`src/rtl/if_fetch_unit.sv`:
```
// SimpleRisc instruction fetch stage feeding the IF/OF latch.
// Define FETCH_PERF_CNT_EN to add fetch/flush performance counters.
module if_fetch_unit #(
    parameter logic [31:0] PC_RESET = 32'h0000_0000,
    parameter int unsigned PC_STEP  = 4
) (
    input  logic        clk,
    input  logic        reset,
    output logic        imem_req_o,
    output logic [31:0] imem_addr_o,
    input  logic        imem_gnt_i,
    input  logic        imem_rvalid_i,
    input  logic [31:0] imem_rdata_i,
    input  logic        branch_taken_i,
    input  logic [31:0] branch_pc_i,
    input  logic        stall_i,
    output logic [31:0] instruction_o,
    output logic [31:0] pc_o,
    output logic        valid_o
`ifdef FETCH_PERF_CNT_EN
    ,
    output logic [31:0] fetch_cnt_o,
    output logic [31:0] flush_cnt_o
`endif
);

    typedef enum logic [1:0] {
        S_REQ,
        S_WAIT,
        S_HOLD
    } state_t;

    localparam logic [31:0] STEP = 32'(PC_STEP);

    state_t      state;
    logic [31:0] fetch_pc;
    logic [31:0] inflight_pc;
    logic [31:0] hold_instr;
    logic [31:0] hold_pc;
    logic        kill;

    logic        accept;
    logic        loadable;
    logic [31:0] redirect_pc;
    logic        unused_pc_bits;

    assign accept         = valid_o & ~stall_i;
    assign loadable       = ~valid_o | accept;
    assign redirect_pc    = {branch_pc_i[31:2], 2'b00};
    assign unused_pc_bits = ^branch_pc_i[1:0];

    // Request is held off while reset is asserted, then issues immediately.
    assign imem_req_o  = reset & (state == S_REQ);
    assign imem_addr_o = fetch_pc;

    always_ff @(posedge clk or negedge reset) begin
        if (!reset) begin
            state         <= S_REQ;
            fetch_pc      <= PC_RESET;
            inflight_pc   <= '0;
            hold_instr    <= '0;
            hold_pc       <= '0;
            kill          <= 1'b0;
            instruction_o <= '0;
            pc_o          <= '0;
            valid_o       <= 1'b0;
        end else if (branch_taken_i) begin
            fetch_pc <= redirect_pc;
            valid_o  <= 1'b0;
            unique case (state)
                S_REQ: begin
                    if (imem_gnt_i) begin
                        state <= S_WAIT;
                        kill  <= 1'b1;
                    end
                end
                S_WAIT: begin
                    if (imem_rvalid_i) begin
                        state <= S_REQ;
                        kill  <= 1'b0;
                    end else begin
                        kill <= 1'b1;
                    end
                end
                S_HOLD: state <= S_REQ;
                default: state <= S_REQ;
            endcase
        end else begin
            if (accept) begin
                valid_o <= 1'b0;
            end
            unique case (state)
                S_REQ: begin
                    if (imem_gnt_i) begin
                        inflight_pc <= fetch_pc;
                        fetch_pc    <= fetch_pc + STEP;
                        state       <= S_WAIT;
                    end
                end
                S_WAIT: begin
                    if (imem_rvalid_i) begin
                        if (kill) begin
                            kill  <= 1'b0;
                            state <= S_REQ;
                        end else if (loadable) begin
                            instruction_o <= imem_rdata_i;
                            pc_o          <= inflight_pc;
                            valid_o       <= 1'b1;
                            state         <= S_REQ;
                        end else begin
                            hold_instr <= imem_rdata_i;
                            hold_pc    <= inflight_pc;
                            state      <= S_HOLD;
                        end
                    end
                end
                S_HOLD: begin
                    if (loadable) begin
                        instruction_o <= hold_instr;
                        pc_o          <= hold_pc;
                        valid_o       <= 1'b1;
                        state         <= S_REQ;
                    end
                end
                default: state <= S_REQ;
            endcase
        end
    end

`ifdef FETCH_PERF_CNT_EN
    always_ff @(posedge clk or negedge reset) begin
        if (!reset) begin
            fetch_cnt_o <= '0;
            flush_cnt_o <= '0;
        end else begin
            if (accept) begin
                fetch_cnt_o <= fetch_cnt_o + 32'd1;
            end
            if (branch_taken_i) begin
                flush_cnt_o <= flush_cnt_o + 32'd1;
            end
        end
    end
`endif

endmodule

```
`config.mk`:
```
export PLATFORM = sky130hd
export DESIGN_NAME = if_fetch_unit
export DESIGN_NICKNAME = d
export VERILOG_FILES = /design/src/rtl/if_fetch_unit.sv
export SDC_FILE = /design/constraint.sdc
export NUM_CORES = 1
export LEC_CHECK = 0
export CAP_MARGIN = 40
export CELL_PAD_IN_SITES_DETAIL_PLACEMENT = 0
export CELL_PAD_IN_SITES_GLOBAL_PLACEMENT = 1
export CORE_AREA = 2 2 146 148
export DETAILED_ROUTE_END_ITERATION = 6
export DIE_AREA = 0 0 148 150
export PLACE_DENSITY_LB_ADDON = 0.1
export SETUP_SLACK_MARGIN = 0.05
export SLEW_MARGIN = 20
export SYNTH_ARGS = -nofsm -noshare
export SYNTH_HDL_FRONTEND = slang
export SYNTH_SLANG_ARGS = --single-unit
```
`constraint.sdc`:
```
create_clock -name clk -period 2.7 [get_ports clk]
set_input_delay 0.81 -clock clk [delete_from_list [all_inputs] [get_ports clk]]
set_output_delay 0.81 -clock clk [all_outputs]
set_load 0.01 [all_outputs]
```
### After elaboration in Yosys (flattened, before gate mapping)

Index checks and enable logic that the tools add are counted.

* reduce and logical (&&, ||, !) cells: 13
* eq/ne operators: 8
* add/subtract/negate cells: 1
* multiplexer cells: 34
* bitwise gates (word level): 8

Operator list (count)
* $mux W32: 11
* $pmux W32 S2: 2
* $add A32 B3 Y32 const B: 1
* $mux W2: 7
* $reduce_bool A2 Y1: 6
* $mux W1: 10
* $ne A2 B2 Y1 const B: 4
* $ne A3 B3 Y1 const B: 2
* $pmux W2 S3: 1
* $reduce_and A6 Y1: 1
* $not A1 Y1: 5
* $reduce_and A5 Y1: 1
* $pmux W1 S2: 2
* $pmux W2 S2: 1
* $reduce_and A2 Y1: 2
* $reduce_and A4 Y1: 1
* $reduce_and A3 Y1: 1
* $and A1 B1 Y1: 2
* $eq A2 B1 Y1 const B: 1
* $eq A2 B2 Y1 const B: 1
* $logic_not A2 Y1: 1
* $or A1 B1 Y1: 1

* logic and storage cells: 73
* input bits: 70
* output and inout port bits: 98
* register bits: 196

### Depth between registers and ports, before layout

* word-level depth: 8
* depth in mapped cells: 8
* gate-level depth less buffers: 6

### Worst setup path after synthesis

Ideal clock, no wire load.

* path type: input to register
* start: input port imem_gnt_i
* end: register fetch_pc[29] (netlist: imem_addr_o[29])
* buffers on the path: 1
* setup time: 82 ps
* stages on the path: 5
* data arrival time: 2187 ps
* data required time: 2618 ps
* setup slack: 431 ps
* cell sequence: buf_4 > nand4_1 > or4_4 > or4_1 > a31oi_1

* longest elaborated chain between the ends: 2

RTL lines
* from (decl): RTL line 11 `input logic imem_gnt_i,`
* $reduce_bool A2 Y1 (no source line)
* $reduce_and A2 Y1 (no source line)
* to (signal assigned): RTL line 68 `fetch_pc <= redirect_pc;`
* to (signal assigned): RTL line 96 `fetch_pc <= fetch_pc + STEP;`
* to (decl): RTL line 36 `logic [31:0] fetch_pc;`

No other way between the ends.
A chain may end at the register's enable or synchronous reset.

### Worst setup path in the final report

* start: register state[0]
* end: output port imem_req_o

* longest elaborated chain between the ends: 2

RTL lines
* from (decl): RTL line 35 `state_t state;`
* from (signal assigned): RTL line 58 `state <= S_REQ;`
* from (signal assigned): RTL line 73 `state <= S_WAIT;`
* from (signal assigned): RTL line 79 `state <= S_REQ;`
* $logic_not A2 Y1: RTL line 53 `assign imem_req_o = reset & (state == S_REQ);`
* $and A1 B1 Y1: RTL line 53
* to (decl): RTL line 9 `output logic imem_req_o,`

No other way between the ends.

==> flow_metrics.tcl <==
set metrics [dict create \
    status "completed" \
    cap_violations 0 \
    grt_pass1_wl_mm 32.1 \
    rows 53 \
    rsz0062_at_grt "no" \
    synth-edff-count 0 \
    via_per_inst 5.25 \
    max_slew_margin_pct 55.4 \
    avgSynthCellArea_um2 13.2 \
    ant_nets 0 \
    post-place-ws_ns -0.0683 \
    criticalPathCategory "reg -> out" \
    stdcell_area_um2 11300 \
    p_leak_nw 4.82 \
    die_x_um 148 \
    gp_congestion 0.797 \
    ios 168 \
    setup_viol 0 \
    yosysSeqAreaShare_pct 55.0 \
    cp-end-kind "primary output" \
    drc 0 \
    nets 895 \
    dp_cells 1076 \
    slew_viol_final 0 \
    synth_top_family_by_area "multiplexers" \
    cts.clk_slew.worst_paths_ns 0.07 \
    peakVddDrop_v 0.000443 \
    crit_required_ns 1.89 \
    synthCells 649 \
    drt_pass1_iterations 4 \
    postSynth.asyncResetShare_pct 100 \
    tightest_slew_ns 0.670 \
    areaGrowthSynthToFinish_pct 32.0 \
    yosys.cell_types.count 49 \
    worst-path-max-fanout 4 \
    holdBufCountCts 0 \
    clk_latency_ns 0.43 \
    die_h_um 150 \
    fin_ws_ns 0.215 \
    max_clock_freq_ghz 0.402 \
    critical_path_arrival_ns 1.68 \
    final_core_util_pct 54.5 \
    synthXorXnorAreaFrac_pct 1.13 \
    cts_made_buffers 17 \
    drtIter0Drc 246 \
    track_usage_pct 18.5 \
    wire_per_inst_um 17.8 \
    synth-compound-area-share_pct 4.20 \
    power_density_nw_per_um2 906 \
    hold_path.class "in -> async" \
    finalCritPeriodShare_pct 92.0 \
    final_cells 1109 \
    cts_buffer_depth 2 \
    clock-sinks 188 \
    yosys.area_share.simple_pct 8.14 \
    ys.flop_type "dfrtp_1" \
    yosysWarnings 0 \
    crit_path_start_kind "flop" \
    syn_area_um2 8550 \
    cts-root-buf "clkbuf_16" \
    num_vias 5827 \
    synthMuxAreaShare_pct 28.0 \
    core_region_area_um2 20700 \
    grt_pass1_vias 6014 \
    finalHoldViolations 0 \
    fin_worst_skew_ns 0.0108 \
    ys_seq_elements 188 \
    start_util_pct 41.3 \
    cts_tree "done" \
    postPlaceCellArea_um2 10700 \
    finalCriticalPeriod_ns 2.49 \
    grt_max_degree 67 \
    synthAdderAreaFrac_pct 0.585 \
    die_area_um2 22200 \
    htreeDepth 4 \
    grt_antenna_before_repair 1 \
    portBuffers 161 \
    dp_hpwl_mm 13.7 \
    totalWireLength_mm 19.8 \
    layout-drive-gt1-share_pct 34.3 \
    overflow 0 \
]
## critical path, stage by stage (launching register included)
cell and delay, ns:
dfrtp_1 0.40, inv_1 0.13, ha_2 0.23, and2_1 0.19, dlygate4sd2_1 0.30
## cell usage in the layout (no fill, tap or decap), types with 3 or more instances in the layout
cell             instances
dfrtp_1                188
nand2_1                 38
nor2_1                  14
inv_1                    9
inv_6                    5
bufinv_16                3
nand3_1                 12
xor2_1                   9
or4_1                   11
mux2_2                 212
conb_1                   4
buf_12                   7
clkbuf_16               17
nand4_1                 15
o211ai_1                 7
o31ai_1                  8
a31oi_1                 10
and4_1                   7
o21ai_0                 20
nor3_1                   3
clkinv_2                 3
and3_1                   7
a21oi_1                  3
buf_4                   20
clkdlybuf4s50_1        158
## layer usage
metal | vias up | GRT usage (%) | share of wire [%]
li1 | 2708 | - | -
met1 | 2952 | 25.2 | 46
met2 | 135 | 29.4 | 47
met3 | 32 | 3.87 | 4.6
met4 | 0 | 6.48 | 1.9
met5 | - | 0 | 0
## area by class of cell
class / count / area [µm²]
clock buffer: 18 / 429
antenna: 1 / 2.50
sequential: 188 / 4700
inverter: 10 / 37.5
fill: 1787 / 9410
clock inverter: 13 / 164
timing repair buffer: 190 / 1950
tap: 275 / 344
multi-input combinational: 414 / 3650
## logic make-up (layout without fill, tap and decap cells)
group | count (synthesis) | after routing
compound gates | 56 | 56
fa+ha+maj | 4 | 4
buf+inv | 50 | 231
other cells | 1 | 5
xor+xnor | 11 | 11
mux | 213 | 213
flops | 188 | 188
simple gates | 126 | 126
## sequential cells by signal (all words and copies together) (netlist names)
signal / flops
state: 2
imem_addr_o: 30
hold_pc: 30
valid_o: 1
instruction_o: 32
hold_instr: 32
kill: 1
pc_o: 30
inflight_pc: 30
## where the power goes
part           internal, W  total [W]  switching [W]
clock              0.00146    0.00256        0.00109
sequential         0.00373    0.00430       0.000563
combinational      0.00212    0.00336        0.00124
## cell usage after synthesis, drive strengths merged (8+ instances only)
master / count / area, µm²
mux2: 212 / 2390
dfrtp: 188 / 4700
nand2: 38 / 143
buf: 21 / 124
o21ai: 20 / 100
clkbuf: 17 / 65.1
nand4: 16 / 106
nor2: 15 / 56.3
or4: 14 / 111
nand3: 13 / 65.1
a31oi: 10 / 62.6
inv: 10 / 37.5
and4: 9 / 81.3
xor2: 9 / 78.8
o31ai: 8 / 60.1
## repair_timing
action / CTS / global route
buffers inserted: 0 / 0
gates resized for setup: 2 / 0
setup endpoints to repair: 1 / 0
## final timing paths
check | startpoint | to | slack [ns] | cells past startpoint
max in group asynchronous | reset | inflight_pc[12]$_DFFE_PN0P_ | 1.03 | 4
min in group clk | kill$_DFFE_PN0P_ | state[1]$_DFFE_PN0P_ | 0.48 | 1
hold / removal | reset | pc_o[29]$_DFFE_PN0P_ | 0.36 | 2
hold reg to reg | kill$_DFFE_PN0P_ | state[1]$_DFFE_PN0P_ | 0.48 | 1
setup / recovery | state[0]$_DFFE_PN0P_ | imem_req_o | 0.21 | 4
setup reg to reg | imem_addr_o[2]$_DFFE_PN0P_ | imem_addr_o[24]$_DFFE_PN0P_ | 0.45 | 5
## metrics by stage
step                hold slack (ns)  setup TNS, ns  total power, W
global placement              0.466         -0.110         0.00762
CTS                           0.473              0          0.0104
detailed placement            0.467         -0.156         0.00776
global route                  0.351              0          0.0108
finish                        0.365              0          0.0102
floorplan                     0.445              0         0.00601
No activity file was read; power rests on OpenSTA's default activity.
